`src/rtl/arb_pkg.sv`:
```
// Shared types and constants for the round-robin arbiter slice.
package arb_pkg;

    localparam int unsigned N_REQ = 4;

    typedef enum logic [1:0] {
        IDLE = 2'd0,
        OWN  = 2'd1,
        GAP  = 2'd2
    } state_t;

    function automatic logic [N_REQ-1:0] decode(input logic [1:0] idx);
        decode      = '0;
        decode[idx] = 1'b1;
    endfunction

endpackage

```
`src/rtl/rr_pick.sv`:
```
// Combinational rotating-priority picker: first set request after ptr, wrapping, ptr itself last.
module rr_pick
    import arb_pkg::*;
(
    input  logic [N_REQ-1:0] req,
    input  logic [1:0]       ptr,
    output logic             any,
    output logic [1:0]       win_idx
);

    logic [1:0] idx;

    always_comb begin
        any     = 1'b0;
        win_idx = ptr;
        idx     = ptr;
        for (int unsigned k = 1; k <= N_REQ; k++) begin
            idx = ptr + 2'(k);
            if (!any && req[idx]) begin
                any     = 1'b1;
                win_idx = idx;
            end
        end
    end

endmodule

```
`src/rtl/rr_arbiter_4.sv`:
```
// Four-way round-robin arbiter with registered one-hot grant, release handshake,
// a mandatory turnaround cycle after each release and an optional hold-time limit.
module rr_arbiter_4
    import arb_pkg::*;
#(
    parameter int unsigned MAX_HOLD = 16,
    parameter int unsigned CNT_W    = 8
) (
    input  logic             clk,
    input  logic             rst_n,
    input  logic [N_REQ-1:0] req,
    input  logic             done,
    output logic [N_REQ-1:0] grant,
    output logic [1:0]       grant_idx,
    output logic             grant_valid,
    output logic             timeout
);

    state_t           state;
    logic [1:0]       ptr;
    logic [CNT_W-1:0] cnt;
    logic             any;
    logic [1:0]       win_idx;
    logic             owner_req;
    logic             hold_hit;

    rr_pick u_pick (
        .req     (req),
        .ptr     (ptr),
        .any     (any),
        .win_idx (win_idx)
    );

    assign owner_req = req[grant_idx];
    assign hold_hit  = (MAX_HOLD != 0) && (cnt == CNT_W'(MAX_HOLD - 1));

    always_ff @(posedge clk or negedge rst_n) begin
        if (!rst_n) begin
            state       <= IDLE;
            ptr         <= 2'd3;
            cnt         <= '0;
            grant       <= '0;
            grant_idx   <= 2'd0;
            grant_valid <= 1'b0;
            timeout     <= 1'b0;
        end else begin
            timeout <= 1'b0;
            case (state)
                IDLE: begin
                    if (any) begin
                        state       <= OWN;
                        grant_idx   <= win_idx;
                        grant       <= decode(win_idx);
                        grant_valid <= 1'b1;
                        cnt         <= '0;
                        ptr         <= win_idx;
                    end
                end
                OWN: begin
                    if (done || !owner_req || hold_hit) begin
                        state       <= GAP;
                        grant       <= '0;
                        grant_valid <= 1'b0;
                        // Done or withdraw wins; only a pure limit expiry is flagged.
                        timeout     <= !done && owner_req;
                    end else if (cnt != '1) begin
                        cnt <= cnt + CNT_W'(1);
                    end
                end
                GAP:     state <= IDLE;
                default: state <= IDLE;
            endcase
        end
    end

endmodule
```
`config.mk`:
```
export PLATFORM = sky130hd
export DESIGN_NAME = rr_arbiter_4
export DESIGN_NICKNAME = d
export VERILOG_FILES = /design/src/rtl/arb_pkg.sv /design/src/rtl/rr_pick.sv /design/src/rtl/rr_arbiter_4.sv
export SDC_FILE = /design/constraint.sdc
export NUM_CORES = 1
export LEC_CHECK = 0
export ABC_AREA = 1
export CORE_ASPECT_RATIO = 1.2
export CORE_MARGIN = 1
export CORE_UTILIZATION = 30
export DETAILED_ROUTE_END_ITERATION = 16
export GPL_TIMING_DRIVEN = 0
export SLEW_MARGIN = 40
export SYNTH_ARGS = -nofsm -noshare
export SYNTH_HDL_FRONTEND = slang
export SYNTH_SLANG_ARGS = --single-unit
export TNS_END_PERCENT = 100
```
`constraint.sdc`:
```
create_clock -name clk -period 3.4 [get_ports clk]
set_input_delay 0.68 -clock clk [delete_from_list [all_inputs] [get_ports clk]]
set_output_delay 0.68 -clock clk [all_outputs]
set_load 0.05 [all_outputs]
```
* After elaboration in Yosys (flattened, before gate mapping)
Index checks and enable logic that the tools add are counted.
** Cells by class
- Add/sub/neg operators :: 4
- $lt $le $gt $ge :: 7
- Eq/ne operators :: 7
- Reduce and logical (&&, ||, !) cells :: 18
- Muxes and demuxes :: 35
** Operator list (number)
- 8-bit 2-to-1 mux :: 3
- 2-bit by 3-bit < comparator with 1-bit output (second input constant) :: 6
- 8-bit case mux with 2 select lines :: 1
- 1-bit 2-to-1 mux :: 14
- 2-bit 2-to-1 mux :: 6
- 1-bit binary-select mux with 2-bit select :: 5
- 8-bit by 1-bit adder with 8-bit output (second input constant) :: 1
- 8-bit by 4-bit == test with 1-bit output (second input constant) :: 1
- 4-bit 2-to-1 mux :: 2
- 2-bit inequality test (second input constant) :: 4
- 8-bit inequality test (second input constant) :: 1
- 4-bit case mux with 2 select lines :: 1
- 1-bit logical AND :: 5
- 1-bit logical NOT :: 5
- 2-bit adder (second input constant) :: 2
- 2-bit case mux with 2 select lines :: 1
- 2-bit AND reduction :: 2
- 4-bit AND reduction :: 1
- 3-bit AND reduction :: 1
- 2-bit by 1-bit adder with 2-bit output (second input constant) :: 1
- 1-bit demux with 2-bit select :: 1
- 2-bit by 1-bit == test with 1-bit output (second input constant) :: 1
- 2-bit by 1-bit >= comparator with 1-bit output (second input constant) :: 1
- 2-bit logical NOT :: 1
- other kinds (3) :: 4
** Word-level totals
- Word-level logic and storage cells :: 78
- Output and inout bits :: 8
- Bits of input ports :: 7
- Bits in registers :: 20

* Longest topological paths before layout
- Word-level depth :: 19
- Mapped depth :: 13
- Mapped depth without buffers :: 12

* Modules after synthesis
From an unflattened synthesis, not the netlist that was laid out.
** Second synthesis, totals
- Cell total of the unflattened synthesis :: 185
- Area, all modules :: 1301.2 um2
** Modules (own cells, without submodules)
- rr_arbiter_4 :: times used 1, cells each 139, seq. area each 503.0 um2, area each 1069.8 um2
- rr_pick :: times used 1, cells each 46, seq. area each 0.0 um2, area each 231.5 um2

* Least setup slack after synthesis
OpenSTA, ideal clock, no wires.
- Path type :: in2reg
- Start :: input req[1]
- End :: register grant_idx[0]
- Path buffers :: 1
- Required time :: 3.280 ns
- Setup slack :: 1.722 ns
- Arrival :: 1.558 ns
- Library setup time :: 0.120 ns
- Cell stages on the path :: 11
- Cells stage by stage :: inv_1 > nand2_1 > nand3_1 > nand2_1 > nor2_8 > nand3_4 > nand2_4 > buf_8 > inv_4 > nand2_2 > o21ai_2
** On the way
- Word-level cells in the longest chain between the ends :: 13
- Elaborated cells between the ends (all ways) :: 23
- Classes of those cells :: mux (16); reduce/logical (7)
** Ends and longest elaborated chain
- from (decl) :: line rr_arbiter_4.sv:11 : input logic [N_REQ-1:0] req,
- 1-bit binary-select mux with 2-bit select :: line rr_pick.sv:19 : if (!any && req[idx]) begin
- 1-bit 2-to-1 mux (implied by the code) :: line rr_pick.sv:19
- 1-bit 2-to-1 mux :: line rr_pick.sv:19
- 1-bit logical NOT :: line rr_pick.sv:19
- 1-bit logical AND :: line rr_pick.sv:19
- 1-bit 2-to-1 mux :: line rr_pick.sv:19
- 1-bit logical NOT :: line rr_pick.sv:19
- 1-bit logical AND :: line rr_pick.sv:19
- 1-bit 2-to-1 mux :: line rr_pick.sv:19
- 1-bit logical NOT :: line rr_pick.sv:19
- 1-bit logical AND :: line rr_pick.sv:19
- 1-bit 2-to-1 mux :: line rr_pick.sv:19
- 2-bit AND reduction (no source line)
- to (signal assigned) :: line rr_arbiter_4.sv:52 : grant_idx <= win_idx;
- to (decl) :: line rr_arbiter_4.sv:14 : output logic [1:0] grant_idx,
Parallel ways exist; a longest one is shown, timed or not. The select of a mux whose other input is x is not followed.
A chain may end at the register's enable or synchronous reset.

* Final worst setup path
- Start :: register grant_idx[1]
- End :: output grant_idx[1]
No word-level cell between the ends.

==> key figures <==
Clock network
  – Clock-pin slew on the worst setup and hold paths: roughly 70 ps
  – Clk Latency, worst-skew pair: 250 ps
  – H-tree depth: 1
  – Postcts setup bufs: 0
  – Post-cts sizing count: 0
  – CTS Hold Buffers Added: 0
  – Max Buffers Root-to-Sink: 2
  – Clock sink count: 20
  – CTS tree: yes
  – Clock root buffer: clkbuf_8
  – CTS buffer count: 3

Logic synthesis
  – Ys flop type: dfrtp_1
  – Post-Synthesis Cells: a little under 200
  – Share of the synthesized area in the top cell type: 32.1%
  – Async SR Flop Fraction: 100%
  – Distinct cells, synth: 30
  – Register area share after synthesis: roughly 36%
  – Avg Cell Area, Syn: slightly above 7 sq um
  – Post-synthesis cell area: 0.00140 sq mm
  – Most common library cells after synthesis: nand2_1, nand3_1, dfrtp_1
  – Synth Net Count: approximately 200
  – EDFF count, synth: 0
  – Synth Register Bits: 20
  – Largest cells by area after synthesis: dfrtp_1, nand2_1, nand3_1, nand2_2, dfstp_2
  – Yosys warns: 0
  – Most instantiated library cell after synthesis: nand2_1
  – Area leader, netlist: dfrtp_1

Global route
  – Antenna violations before repair: 0
  – Grt ovf: 0
  – Largest net degree at the start of global routing: 21
  – GRT Util Overall: between 10% and 20%
  – Vias in the first global route: 1168
  – First-pass GRT wire length: 5.06 mm

Detailed routing
  – Top Layer Used: met4
  – DR WL met3: 37 microns
  – Via count: around 1.2k
  – # DRC: 0
  – DR WL/cell: between 10 and 15 microns
  – Vias per cell: between 4 and 5
  – First drt pass iteration count: 4
  – Initial DRC count: 60
  – Met2 WL: between 1 and 1.5 mm
  – Final wirelength: ~2.8 mm
  – M1 WL: between 1 and 1.5 mm
  – Antenna viol nets, final: 0

Power and ir drop
  – Peak VDD IR: around 0.0003 V
  – P_leak: 0.850 nW
  – Power share of the sequential group: 22.2%
  – Gate power share: approximately 69%
  – Power Dens Cells: ~1000 mW/mm^2
  – Clock Power Share: a little under a tenth
  – P_int: 0.000779 W
  – Sw power: about 0.00087 W
  – Net Sw Frac: between 50% and 60%

Floorplanning
  – Die area: between 0.004 and 0.005 sq mm
  – Ports: 15
  – Initial Util: between 30% and 40%
  – Die Width: around 64 microns
  – Rows: 26
  – Die Height: ~77 microns
  – Core box area: between 0.004 and 0.005 sq mm

Worst setup path
  – CP top delay family: buffers and inverters
  – Setup crit end kind: output port
  – Slowest-stage cell, CP: clkdlybuf4s50_1
  – CP arrival: between 1000 and 1500 ps
  – Setup CP Type: reg2out
  – Worst path cell trace: clkdlybuf4s50_1
  – Setup crit start kind: flop
  – Crit-path max FO: 4
  – CP Data Required Time: between 2000 and 3000 ps
  – CP peak stage delay: slightly above 800 ps
  – R2R setup slack: between 1500 and 2000 ps
  – Buf+Inv Stages, Crit Path: 1

Layout
  – Layout cells sized above 1: between 10% and 20%
  – Register area: roughly 500 sq um
  – Finished Layout Cells: 270
  – Number of antenna diodes: 0
  – Multi-input logic area: 781 sq um
  – Layout area overhead: 17.8%
  – Fill count: roughly 480
  – Nets: between 200 and 250

STA
  – Final setup fails: 0
  – Minimum clock period: around 2100 ps
  – Worst-Margin Slew: 497 ps
  – Period utilisation layout: 63.1%
  – Relative slew slack: between 60 and 70%
  – Final hold violation count: 0
  – RSZ-0062 raised after global routing: no
  – Achievable Freq: between 400 and 500 MHz
  – Final Max Slew Viols: 0
  – Accumulated negative setup slack: 0 ps
  – Clock Skew: roughly 3.6 ps

Placement
  – DP HPWL: roughly 2.2 mm
  – Routability cong.: 0.777
  – Placed insts: ~270
  – IO Port Bufs: 14

Outcome
  – Status: completed

Hold path
  – Worst min path class: in2async

Job
  – Max Cap Violations: 0
-- area by class of cell --
cell class / instances / share of cell area [%]
buffer: 4 / 2.57
clock buffer: 4 / 2.73
inverter: 17 / 4.62
multi-input combinational: 155 / 47.2
sequential: 20 / 30.4
tap: 56 / 4.24
timing repair buffer: 14 / 8.18
-- path summary, 6_finish.rpt --
check | cells past startpoint | end | start
hold / removal | 1 | cnt[1] | rst_n
setup reg to reg | 13 | grant_idx[0] | ptr[0]
setup / recovery | 1 | grant_idx[1] | grant_idx[1]
min in group clk | 2 | grant_valid | grant_valid
max in group asynchronous | 1 | ptr[0] | rst_n
hold reg to reg | 2 | grant_valid | grant_valid
-- placed cells by master (no fill, tap or decap), drive strengths merged --
cell | synthesis | final
clkbuf | 0 | 4
buf | 4 | 5
or2 | 1 | 1
inv | 16 | 16
xor2 | 3 | 3
nor3b | 2 | 2
a21oi | 2 | 2
nand3b | 1 | 1
dfrtp | 18 | 18
nand4 | 1 | 1
xnor2 | 2 | 2
dfstp | 2 | 2
nand2 | 91 | 91
nor2 | 17 | 17
clkinv | 1 | 1
nand3 | 30 | 30
o21bai | 1 | 1
o21ai | 3 | 3
clkdlybuf4s50 | 0 | 13
ha | 1 | 1
-- state kept, by name, summed over array words and instances (netlist names) --
name and flops:
grant_valid 1, grant_idx 2, grant 4, cnt 8, ptr 2, timeout 1, state 2
-- metal layers --
metal | up-vias | GRT usage [%]
met5 | - | 0
met4 | 0 | 3.33
met3 | 4 | 1.34
met2 | 10 | 22.6
met1 | 540 | 15.6
li1 | 655 | -
-- worst reg2reg max path: cells and delay by family, from the launching register on --
family	cells	cell delay (ps)
AND/OR/NAND/NOR	8	690
AO/OA/AOI/OAI	1	50
buffers and inverters	4	390
flip-flops	1	520
-- through the flow --
| step | worst slack [ps] | utilization (%) | instance area [sq um] | total power (W) | hold WS (ps) |
|---|---|---|---|---|---|
| final | 1260 | 37.9 | 1650 | 0.00165 | 361 |
| after CTS | 1230 | 37.9 | 1650 | 0.00168 | 376 |
| after global placement | 1150 | 37.0 | 1610 | 0.00151 | 469 |
| after detailed placement | 1150 | 36.9 | 1610 | 0.00152 | 473 |
| after global routing | 1160 | 37.9 | 1650 | 0.00182 | 396 |
| after floorplan | 1720 | - | 1400 | 0.00127 | 384 |
-- kinds of logic after synthesis --
kind of cell	Yosys count	synth area share, %
and+or+nand+nor	143	48.8
buffers and inverters	21	8.47
DFF	20	35.9
AOI/OAI and AO/OA	6	2.85
xor gates and xnor gates	5	3.12
adders and majority gates	1	0.892
-- power by group through the flow --
| stage | combinational, W | clock (W) | sequential, W |
|---|---|---|---|
| 5_1_grt | 0.00127 | 0.000176 | 0.000378 |
| 3_3_place_gp | 0.00114 | 0 | 0.000369 |
| 3_5_place_dp | 0.00115 | 0 | 0.000371 |
| 6_report | 0.00113 | 0.000155 | 0.000365 |
| 4_1_cts | 0.00115 | 0.000162 | 0.000367 |
| 2_1_floorplan | 0.000799 | 0 | 0.000474 |
Power figures use the tool's default switching activity.
